===== src/rtl/jtsdram_bank_check_if.sv =====
// Request/ack/rdy port between the bank self-test engine and the SDRAM controller.
// The engine is the master: it owns the address, request strobes and write data.
interface jtsdram_bank_check_if #(
  parameter int AW = 22,
  parameter int DW = 16
);
  localparam int RW = 2 * DW;

  logic [AW-1:0] addr;
  logic          rd;
  logic          wr;
  logic [RW-1:0] data_write;
  logic          ack;
  logic          rdy;
  logic [RW-1:0] data_read;

  modport master (
    output addr, rd, wr, data_write,
    input  ack, rdy, data_read
  );

  modport slave (
    input  addr, rd, wr, data_write,
    output ack, rdy, data_read
  );
endinterface


===== src/rtl/jtsdram_bank_check.sv =====
// SDRAM bank self-test: optional write sweep, then a read-verify sweep of the whole bank.
// Status (bad/timeout/err_cnt/fail_addr/done) is held after the sweep until the next start.
//
// state  | meaning
// IDLE   | after reset, nothing requested
// WREQ   | write request asserted, waiting for ack
// WWAIT  | write accepted, waiting for rdy (write complete)
// RREQ   | read request asserted, waiting for ack
// RWAIT  | read accepted, waiting for rdy (data valid)
// DONE   | sweep finished or aborted by timeout, status held
module jtsdram_bank_check #(
  parameter int AW   = 22,
  parameter int DW   = 16,
  parameter int ECW  = 8,
  parameter int TOUT = 1024
) (
  input  logic                        clk,
  input  logic                        rst_n,
  input  logic                        start_i,
  input  logic [1:0]                  mode_i,
  input  logic [DW-1:0]               data_ref_i,
  jtsdram_bank_check_if.master        sd,
  output logic                        busy_o,
  output logic                        bad_o,
  output logic                        timeout_o,
  output logic [ECW-1:0]              err_cnt_o,
  output logic [AW-1:0]               fail_addr_o,
  output logic                        done_o
);

  localparam int RW = 2 * DW;
  localparam int CW = (TOUT > 1) ? $clog2(TOUT) : 1;
  localparam logic [CW-1:0] TLIM = CW'((TOUT > 0) ? TOUT - 1 : 0);

  typedef enum logic [2:0] {
    S_IDLE,
    S_WREQ,
    S_WWAIT,
    S_RREQ,
    S_RWAIT,
    S_DONE
  } state_t;

  state_t          state_q;
  logic [1:0]      mode_q;
  logic [AW-1:0]   addr_q;
  logic            rd_q;
  logic            wr_q;
  logic            busy_q;
  logic            bad_q;
  logic            timeout_q;
  logic            done_q;
  logic [ECW-1:0]  err_cnt_q;
  logic [AW-1:0]   fail_addr_q;
  logic [CW-1:0]   cnt_q;

  logic [RW-1:0]   base;
  logic [RW-1:0]   pattern;
  logic            addr_last;
  logic            mismatch;
  logic            waiting;
  logic            exit_ev;
  logic            tout_hit;

  // Expected word for the current address; address is zero-extended or truncated to RW.
  always_comb begin
    base = {2{data_ref_i}};
    case (mode_q)
      2'd2:    pattern = base ^ RW'(addr_q);
      2'd3:    pattern = ~(base ^ RW'(addr_q));
      default: pattern = base;
    endcase
  end

  assign addr_last = &addr_q;
  assign mismatch  = (sd.data_read != pattern);
  assign tout_hit  = (TOUT > 0) && (cnt_q == TLIM);

  // Only ack leaves a request state and only rdy leaves a wait state.
  always_comb begin
    waiting = 1'b0;
    exit_ev = 1'b0;
    case (state_q)
      S_WREQ, S_RREQ: begin
        waiting = 1'b1;
        exit_ev = sd.ack;
      end
      S_WWAIT, S_RWAIT: begin
        waiting = 1'b1;
        exit_ev = sd.rdy;
      end
      default: ;
    endcase
  end

  always_ff @(posedge clk or negedge rst_n) begin
    if (!rst_n) begin
      state_q     <= S_IDLE;
      mode_q      <= 2'd0;
      addr_q      <= '0;
      rd_q        <= 1'b0;
      wr_q        <= 1'b0;
      busy_q      <= 1'b0;
      bad_q       <= 1'b0;
      timeout_q   <= 1'b0;
      done_q      <= 1'b0;
      err_cnt_q   <= '0;
      fail_addr_q <= '0;
      cnt_q       <= '0;
    end else if (start_i) begin
      mode_q      <= mode_i;
      addr_q      <= '0;
      bad_q       <= 1'b0;
      timeout_q   <= 1'b0;
      done_q      <= 1'b0;
      err_cnt_q   <= '0;
      fail_addr_q <= '0;
      busy_q      <= 1'b1;
      cnt_q       <= '0;
      if (mode_i == 2'd0) begin
        state_q <= S_RREQ;
        rd_q    <= 1'b1;
        wr_q    <= 1'b0;
      end else begin
        state_q <= S_WREQ;
        wr_q    <= 1'b1;
        rd_q    <= 1'b0;
      end
    end else if (waiting && !exit_ev) begin
      if (tout_hit) begin
        timeout_q <= 1'b1;
        bad_q     <= 1'b1;
        rd_q      <= 1'b0;
        wr_q      <= 1'b0;
        done_q    <= 1'b1;
        busy_q    <= 1'b0;
        cnt_q     <= '0;
        state_q   <= S_DONE;
      end else begin
        cnt_q <= cnt_q + 1'b1;
      end
    end else begin
      cnt_q <= '0;
      case (state_q)
        S_WREQ: begin
          wr_q    <= 1'b0;
          state_q <= S_WWAIT;
        end
        S_WWAIT: begin
          if (addr_last) begin
            addr_q  <= '0;
            rd_q    <= 1'b1;
            state_q <= S_RREQ;
          end else begin
            addr_q  <= addr_q + 1'b1;
            wr_q    <= 1'b1;
            state_q <= S_WREQ;
          end
        end
        S_RREQ: begin
          rd_q    <= 1'b0;
          state_q <= S_RWAIT;
        end
        S_RWAIT: begin
          if (mismatch) begin
            bad_q <= 1'b1;
            if (err_cnt_q != '1) begin
              err_cnt_q <= err_cnt_q + 1'b1;
            end
            if (err_cnt_q == '0) begin
              fail_addr_q <= addr_q;
            end
          end
          if (addr_last) begin
            done_q  <= 1'b1;
            busy_q  <= 1'b0;
            state_q <= S_DONE;
          end else begin
            addr_q  <= addr_q + 1'b1;
            rd_q    <= 1'b1;
            state_q <= S_RREQ;
          end
        end
        default: ;
      endcase
    end
  end

  assign sd.addr       = addr_q;
  assign sd.rd         = rd_q;
  assign sd.wr         = wr_q;
  assign sd.data_write = wr_q ? pattern : '0;

  assign busy_o      = busy_q;
  assign bad_o       = bad_q;
  assign timeout_o   = timeout_q;
  assign err_cnt_o   = err_cnt_q;
  assign fail_addr_o = fail_addr_q;
  assign done_o      = done_q;

endmodule


===== src/flat_wrapper.sv =====
// flat-port wrapper written by rule: the top's interface ports become plain ports
module jtsdram_bank_check_flat 
#(
  parameter int AW   = 22,
  parameter int DW   = 16,
  parameter int ECW  = 8,
  parameter int TOUT = 1024
)
  (clk, rst_n, start_i, mode_i, data_ref_i, busy_o, bad_o, timeout_o, err_cnt_o, fail_addr_o, done_o, sd_addr, sd_rd, sd_wr, sd_data_write, sd_ack, sd_rdy, sd_data_read);
  jtsdram_bank_check_if #(.AW(AW), .DW(DW)) sd_i ();
  input  logic clk;
  input  logic rst_n;
  input  logic start_i;
  input  logic [1:0] mode_i;
  input  logic [DW-1:0] data_ref_i;
  output logic busy_o;
  output logic bad_o;
  output logic timeout_o;
  output logic [ECW-1:0] err_cnt_o;
  output logic [AW-1:0] fail_addr_o;
  output logic done_o;
  output wire logic [$bits(sd_i.addr)-1:0] sd_addr;
  output wire logic [$bits(sd_i.rd)-1:0] sd_rd;
  output wire logic [$bits(sd_i.wr)-1:0] sd_wr;
  output wire logic [$bits(sd_i.data_write)-1:0] sd_data_write;
  input wire logic [$bits(sd_i.ack)-1:0] sd_ack;
  input wire logic [$bits(sd_i.rdy)-1:0] sd_rdy;
  input wire logic [$bits(sd_i.data_read)-1:0] sd_data_read;
  assign sd_addr = sd_i.addr;
  assign sd_rd = sd_i.rd;
  assign sd_wr = sd_i.wr;
  assign sd_data_write = sd_i.data_write;
  assign sd_i.ack = sd_ack;
  assign sd_i.rdy = sd_rdy;
  assign sd_i.data_read = sd_data_read;
  jtsdram_bank_check #(.AW(AW), .DW(DW), .ECW(ECW), .TOUT(TOUT)) u_core (.clk(clk), .rst_n(rst_n), .start_i(start_i), .mode_i(mode_i), .data_ref_i(data_ref_i), .sd(sd_i), .busy_o(busy_o), .bad_o(bad_o), .timeout_o(timeout_o), .err_cnt_o(err_cnt_o), .fail_addr_o(fail_addr_o), .done_o(done_o));
endmodule

===== config.mk =====
export PLATFORM = sky130hd
export DESIGN_NAME = jtsdram_bank_check_flat
export DESIGN_NICKNAME = d
export VERILOG_FILES = /design/src/rtl/jtsdram_bank_check_if.sv /design/src/rtl/jtsdram_bank_check.sv /design/src/flat_wrapper.sv
export SDC_FILE = /design/constraint.sdc
export NUM_CORES = 1
export LEC_CHECK = 0
export CELL_PAD_IN_SITES_DETAIL_PLACEMENT = 1
export CELL_PAD_IN_SITES_GLOBAL_PLACEMENT = 1
export CORE_ASPECT_RATIO = 0.6
export CORE_UTILIZATION = 40
export DETAILED_ROUTE_END_ITERATION = 8
export PLACE_DENSITY_LB_ADDON = 0.1
export SLEW_MARGIN = 15
export SYNTH_ARGS = -nofsm -noshare
export SYNTH_HDL_FRONTEND = slang
export SYNTH_SLANG_ARGS = --single-unit

===== constraint.sdc =====
create_clock -name clk -period 4.9 [get_ports clk]
set_input_delay 0.98 -clock clk [delete_from_list [all_inputs] [get_ports clk]]
set_output_delay 0.98 -clock clk [all_outputs]
set_load 0.1 [all_outputs]

## After elaboration in Yosys (flattened, before gate mapping)

Index checks and enable logic that the tools add are counted.

- Flip-flop bits (word level): 73
- Output and inout bits: 90
- Bits of input ports: 55

- Add/sub/neg operators: 3
- Multiplexer cells: 54
- Bitwise operators: 2
- Reductions and logical operators: 30
- Equal/unequal tests: 15

Operator list:

| cell | count |
|---|---|
| $mux 22 | 9 |
| $pmux 32 s2 | 1 |
| $pmux 22 s2 | 1 |
| $mux 8 | 5 |
| $mux 32 | 1 |
| $ne 32x32->1 | 1 |
| $not 32->32 | 1 |
| $xor 32x22->32 | 1 |
| $mux 10 | 3 |
| $mux 1 | 24 |
| $add 22x1->22 const B | 1 |
| $reduce_and 22->1 | 1 |
| $mux 3 | 4 |
| $pmux 3 s4 | 1 |
| $reduce_and 3->1 | 4 |
| $reduce_and 4->1 | 3 |
| $reduce_bool 2->1 | 6 |
| $reduce_bool 3->1 | 4 |
| $add 10x1->10 const B | 1 |
| $eq 10x10->1 const B | 1 |
| $add 8x1->8 const B | 1 |
| $logic_not 8->1 | 1 |
| $ne 4x4->1 const B | 2 |
| $ne 8x8->1 const B | 1 |
| other kinds (20) | 26 |

## Depth between registers and ports, before layout

- Depth after elaboration: 8
- Depth in mapped cells: 11

## Worst setup path before layout

Ideal clock, no wire load.

- Kind: register to output
- Start point: reg u_core.addr_q[9] (netlist: u_core.sd.addr[9])
- End point: out sd_data_write[9]
- Slack: 1.030 ns
- Path buffers: 0
- Data arrival time: 2.890 ns
- Stages on the path, launching flop included: 5
- Required time: 3.920 ns
- Cell sequence: dfrtp_1 > xor2_1 > and2_2 > xnor2_1 > nor2b_1

- Cells in the longest elaborated chain, start to end: 4

RTL lines:

| element | line | source |
|---|---|---|
| start: declaration | jtsdram_bank_check.sv:46 | `logic [AW-1:0] addr_q;` |
| start signal: assignment | jtsdram_bank_check.sv:155 | `addr_q <= addr_q + 1'b1;` |
| start signal: assignment | jtsdram_bank_check.sv:179 | `addr_q <= addr_q + 1'b1;` |
| $xor 32x22->32 (*) | jtsdram_bank_check.sv:69, jtsdram_bank_check.sv:70 |  |
| $not 32->32 | jtsdram_bank_check.sv:70 | `2'd3: pattern = ~(base ^ RW'(addr_q));` |
| $pmux 32 s2 (*) | jtsdram_bank_check.sv:68 | `case (mode_q)` |
| $mux 32 (*) | jtsdram_bank_check.sv:192 | `assign sd.data_write = wr_q ? pattern : '0;` |
| end: declaration | flat_wrapper.sv:25 | `output wire logic [$bits(sd_i.data_write)-1:0] sd_data_write;` |

Mark *: on every way between the ends. The rest lies on a longest branch, timed or not.

## Final worst setup path

- Start point: in data_ref_i[9]
- End point: reg u_core.fail_addr_q[7] (netlist: u_core.fail_addr_o[7])

- Cells in the longest elaborated chain, start to end: 6

RTL lines:

| element | line | source |
|---|---|---|
| start: declaration | flat_wrapper.sv:15 | `input logic [DW-1:0] data_ref_i;` |
| $xor 32x22->32 | jtsdram_bank_check.sv:69, jtsdram_bank_check.sv:70 |  |
| $not 32->32 | jtsdram_bank_check.sv:70 |  |
| $pmux 32 s2 (*) | jtsdram_bank_check.sv:68 |  |
| $ne 32x32->1 (*) | jtsdram_bank_check.sv:76 | `assign mismatch = (sd.data_read != pattern);` |
| $reduce_bool 2->1 (no line) (*) | - |  |
| $reduce_and 4->1 (no line) (*) | - |  |
| end signal: assignment | jtsdram_bank_check.sv:171 | `fail_addr_q <= addr_q;` |
| end: declaration | jtsdram_bank_check.sv:54 | `logic [AW-1:0] fail_addr_q;` |

Marks and branches as above.
A chain may end at the register's enable or synchronous reset.

==> out/results.tsv <==
stage	metric	value	unit
yosys	share of the synthesized area in the top cell type	33.50	%
timing	min Tclk post-route	3947	ps
yosys	Seq cells post-synth	73	
timing	Slew headroom	31.25	%
yosys	yosys warns	0	
grt	GR Util All Layers	26.43	%
yosys	Post-Synthesis Cell Area	0.005453	mm2
yosys	largest cells by area after synthesis	dfrtp_1 (34%), xnor2_1 (9.6%), xor2_1 (4.8%)	
worst_setup_path	Top delay family on crit path	simple AND/OR/NAND/NOR gates	
route	Routed Antenna Nets	0	
worst_setup_path	CP Launch Type	primary input	
power	combinational share of power	49.1	%
route	routed len/inst	19.58	um
yosys	top cells by count, synth	dfrtp_1 (73), nor2_1 (68), xnor2_1 (60)	
grt	vias in the first global route	5300	
worst_setup_path	Worst Path Arrival	4130	ps
grt	total gr overflow	0	
clocking	Sink Count	73	
route	Vias	5138	
power	Clk pwr share	26.4	%
power	leak pwr	3.152	nW
timing	Slew Viols, Final	0	
power	PwrDens	383.0	mW/mm2
yosys	asr flop ratio synth	100.0	%
worst_setup_path	crit path kind	in -> reg	
layout	layout cell share with drive strength beyond 1	9.479	%
route	drc violations	8	
clocking	CTS resizes	0	
worst_setup_path	crit-path cells	clkdlybuf4s50_1 -> xnor2_1 -> or4_1 -> mux2i_1 -> o21ai_0 -> or4_4 -> o211ai_4 -> buf_4 -> mux2i_1 -> nor2_1	
outcome	failing checks	DRC	
grt	antenna violations before repair	0	
worst_setup_path	CP endpoint	u_core.fail_addr_o[7]	
floorplan	Initial Util	41.78	%
floorplan	area of the core	0.01305	mm2
clocking	cts bufs inserted	9	
floorplan	# rows	32	
worst_setup_path	Reg2Reg Setup Slack	1210	ps
worst_setup_path	Critical Path Most Common Cell	mux2i_1	
clocking	clk buf depth	2	
timing	period utilisation layout	80.55	%
grt	first-pass GRT wire length	29.04	mm
worst_setup_path	WP buf/inv	2	
power	Switching Power	1.312	mW
yosys	ys flop type	dfrtp_1	
layout	n_diodes	0	
power	Cell Int Power	1.442	mW
yosys	Post-synth EDFFs	0	
floorplan	height of the chip	92.44	um
route	drt initial violations	286	
grt	pin count of the biggest net entering global routing	74	
power	Flop pwr share	24.4	%
layout	Final Net Count	803	
worst_setup_path	stages on the worst setup path	10	
clocking	Clk Latency, worst-skew pair	340	ps
timing	worst clock skew	4.815	ps
yosys	Yosys top cell by area	dfrtp_1	
worst_setup_path	Data required, critical path	5090	ps
yosys	post-synth cell types	68	
placed_design	IO buf count	144	
worst_setup_path	crit path max-delay cell type	clkdlybuf4s50_1	
worst_setup_path	Worst Reg-to-Reg Cells	10	
placed_design	pre-CTS setup slack	644.2	ps
outcome	outcome	finished with violations	
placed_design	dpl hpwl	13.35	mm
min_path	Hold Path Class	reg -> reg	
timing	final hold viol count	0	
timing	final setup violation count	0	
worst_setup_path	Setup crit start	data_ref_i[9]	
timing	Max Clock Freq	253.4	MHz
yosys	Cells after Synth	624	
clocking	post-CTS setup buffer count	0	
layout	Area growth syn-to-layout	31.90	%
route	Final Routed Wirelength	18.00	mm
route	1st-pass router iterations	6	
yosys	sequential area share after synthesis	33.50	%
worst_setup_path	end of the worst register-to-register path	u_core.fail_addr_o[7]	
timing	RSZ-0062 raised after global routing	false	
power	Net Sw Frac	47.65	%
worst_setup_path	R2R Path Start	u_core.mode_q[0]	
worst_setup_path	slowest stage delay, CP	630	ps
yosys	Avg Inst Size Synth	8.738	um2
power	VDD IR-drop max	241.9	uV
worst_setup_path	crit path max fanout	12	
power	total power	2.754	mW
worst_setup_path	Setup crit end kind	flip-flop	
floorplan	die area	0.01412	mm2
yosys	most common cell in the synthesized netlist	dfrtp_1	
flow_run	max cap viols	0	
timing	Least-Margin Pin Slew	1028	ps
route	Via density	5.591	
placed_design	placed cells	902	
layout	fin cells	919	
timing	PnR worst setup slack	952.9	ps
floorplan	num ports	145	
clocking	CTS H-tree depth	3	
clocking	Clock transition at path regs	60	ps
clocking	hold buffers post-CTS	0	
timing	total negative slack	0	ps
clocking	clk root buf	clkbuf_16	
clocking	CTS tree	yes	
placed_design	gpl congestion	0.8359	
yosys	Synthesized Nets	683	
floorplan	Die Width	152.7	um
-- sequential cells by signal (all words and copies together), names as in the netlist --
name	flops
u_core.sd.addr	22
u_core.cnt_q	10
u_core.sd.wr	1
u_core.timeout_o	1
u_core.done_o	1
u_core.state_q	3
u_core.sd.rd	1
u_core.fail_addr_o	22
u_core.err_cnt_o	8
u_core.mode_q	2
u_core.bad_o	1
u_core.busy_o	1
-- layout by cell type (no fill, tap or decap), types with 5 or more instances in the layout --
master / n
nand2b_1: 8
clkbuf_16: 9
nand4_1: 12
o21ai_0: 33
and2_1: 34
nor2b_1: 9
clkdlybuf4s50_1: 110
xnor2_1: 60
inv_1: 14
nand2_1: 41
buf_4: 42
and3_1: 12
nor3_1: 7
nor3b_1: 5
or4_1: 5
nor2_1: 68
xnor3_1: 7
xor2_1: 30
a21oi_1: 28
nor4_1: 5
nand3_1: 18
a21boi_0: 5
mux2i_1: 26
or3_1: 11
dfrtp_1: 73
-- cells by family (layout without fill, tap and decap cells) --
group,after synthesis,after routing,share of synthesized area [%]
simple gates,255,255,24.85
buf+inv,60,185,5.300
fa+ha+maj,4,4,0.9179
flops,73,73,33.50
xor+xnor,98,98,17.78
compound gates,106,106,12.39
mux,28,28,5.255
-- metrics by stage --
stage / hold WS (ps) / instance area (um2) / util [%]
2_1_floorplan: 454.9 / 5453 / -
3_3_place_gp: 471.2 / 6854 / 52.51
3_5_place_dp: 481.2 / 6854 / 52.51
4_1_cts: 495.4 / 7184 / 55.04
5_1_grt: 508.9 / 7192 / 55.10
6_report: 483.7 / 7192 / 55.10
-- worst register-to-register path, cell delays in order, from the launching register on --
cell	delay (ps)
dfrtp_1	670
buf_4	390
xor2_1	300
a21oi_1	120
nand4bb_1	230
or4_1	540
or4_4	480
o211ai_4	210
buf_4	280
mux2i_1	270
nor2_1	70
-- per-layer routing --
layer | vias to the layer above | wire length, um | GRT usage [%]
li1 | 2405 | - | -
met1 | 2570 | 8891 | 38.62
met2 | 145 | 7979 | 40.86
met3 | 18 | 943 | 4.773
met4 | 0 | 180 | 4.966
met5 | - | 0 | 0
-- worst min path at each step --
stage	start	end	slack (ps)	depth (start not counted)
after detailed placement	u_core.busy_o	u_core.busy_o	480	2
after global routing	u_core.busy_o	u_core.busy_o	510	2
after floorplan	u_core.cnt_q[0]	u_core.cnt_q[0]	450	1
after CTS	u_core.busy_o	u_core.busy_o	500	2
after global placement	u_core.busy_o	u_core.busy_o	470	2
final	u_core.busy_o	u_core.busy_o	480	2
-- power groups by stage --
stage | logic (mW) | clock network [mW] | registers, mW
after floorplan | 0.994 | 0 | 0.729
after global placement | 1.34 | 0 | 0.681
after detailed placement | 1.35 | 0 | 0.682
after CTS | 1.36 | 0.739 | 0.672
after global routing | 1.41 | 0.767 | 0.678
final | 1.35 | 0.729 | 0.673
-- area by class of cell --
cell class | count | area, um2
inverters | 15 | 56.30
multi-input cells | 491 | 3337
repair buffers | 154 | 1429
clock buffers | 11 | 252.7
clock inverters | 5 | 77.57
well taps | 170 | 212.7
flip-flops and latches | 73 | 1827
fillers | 1505 | 5861
Power figures use the tool's default switching activity.
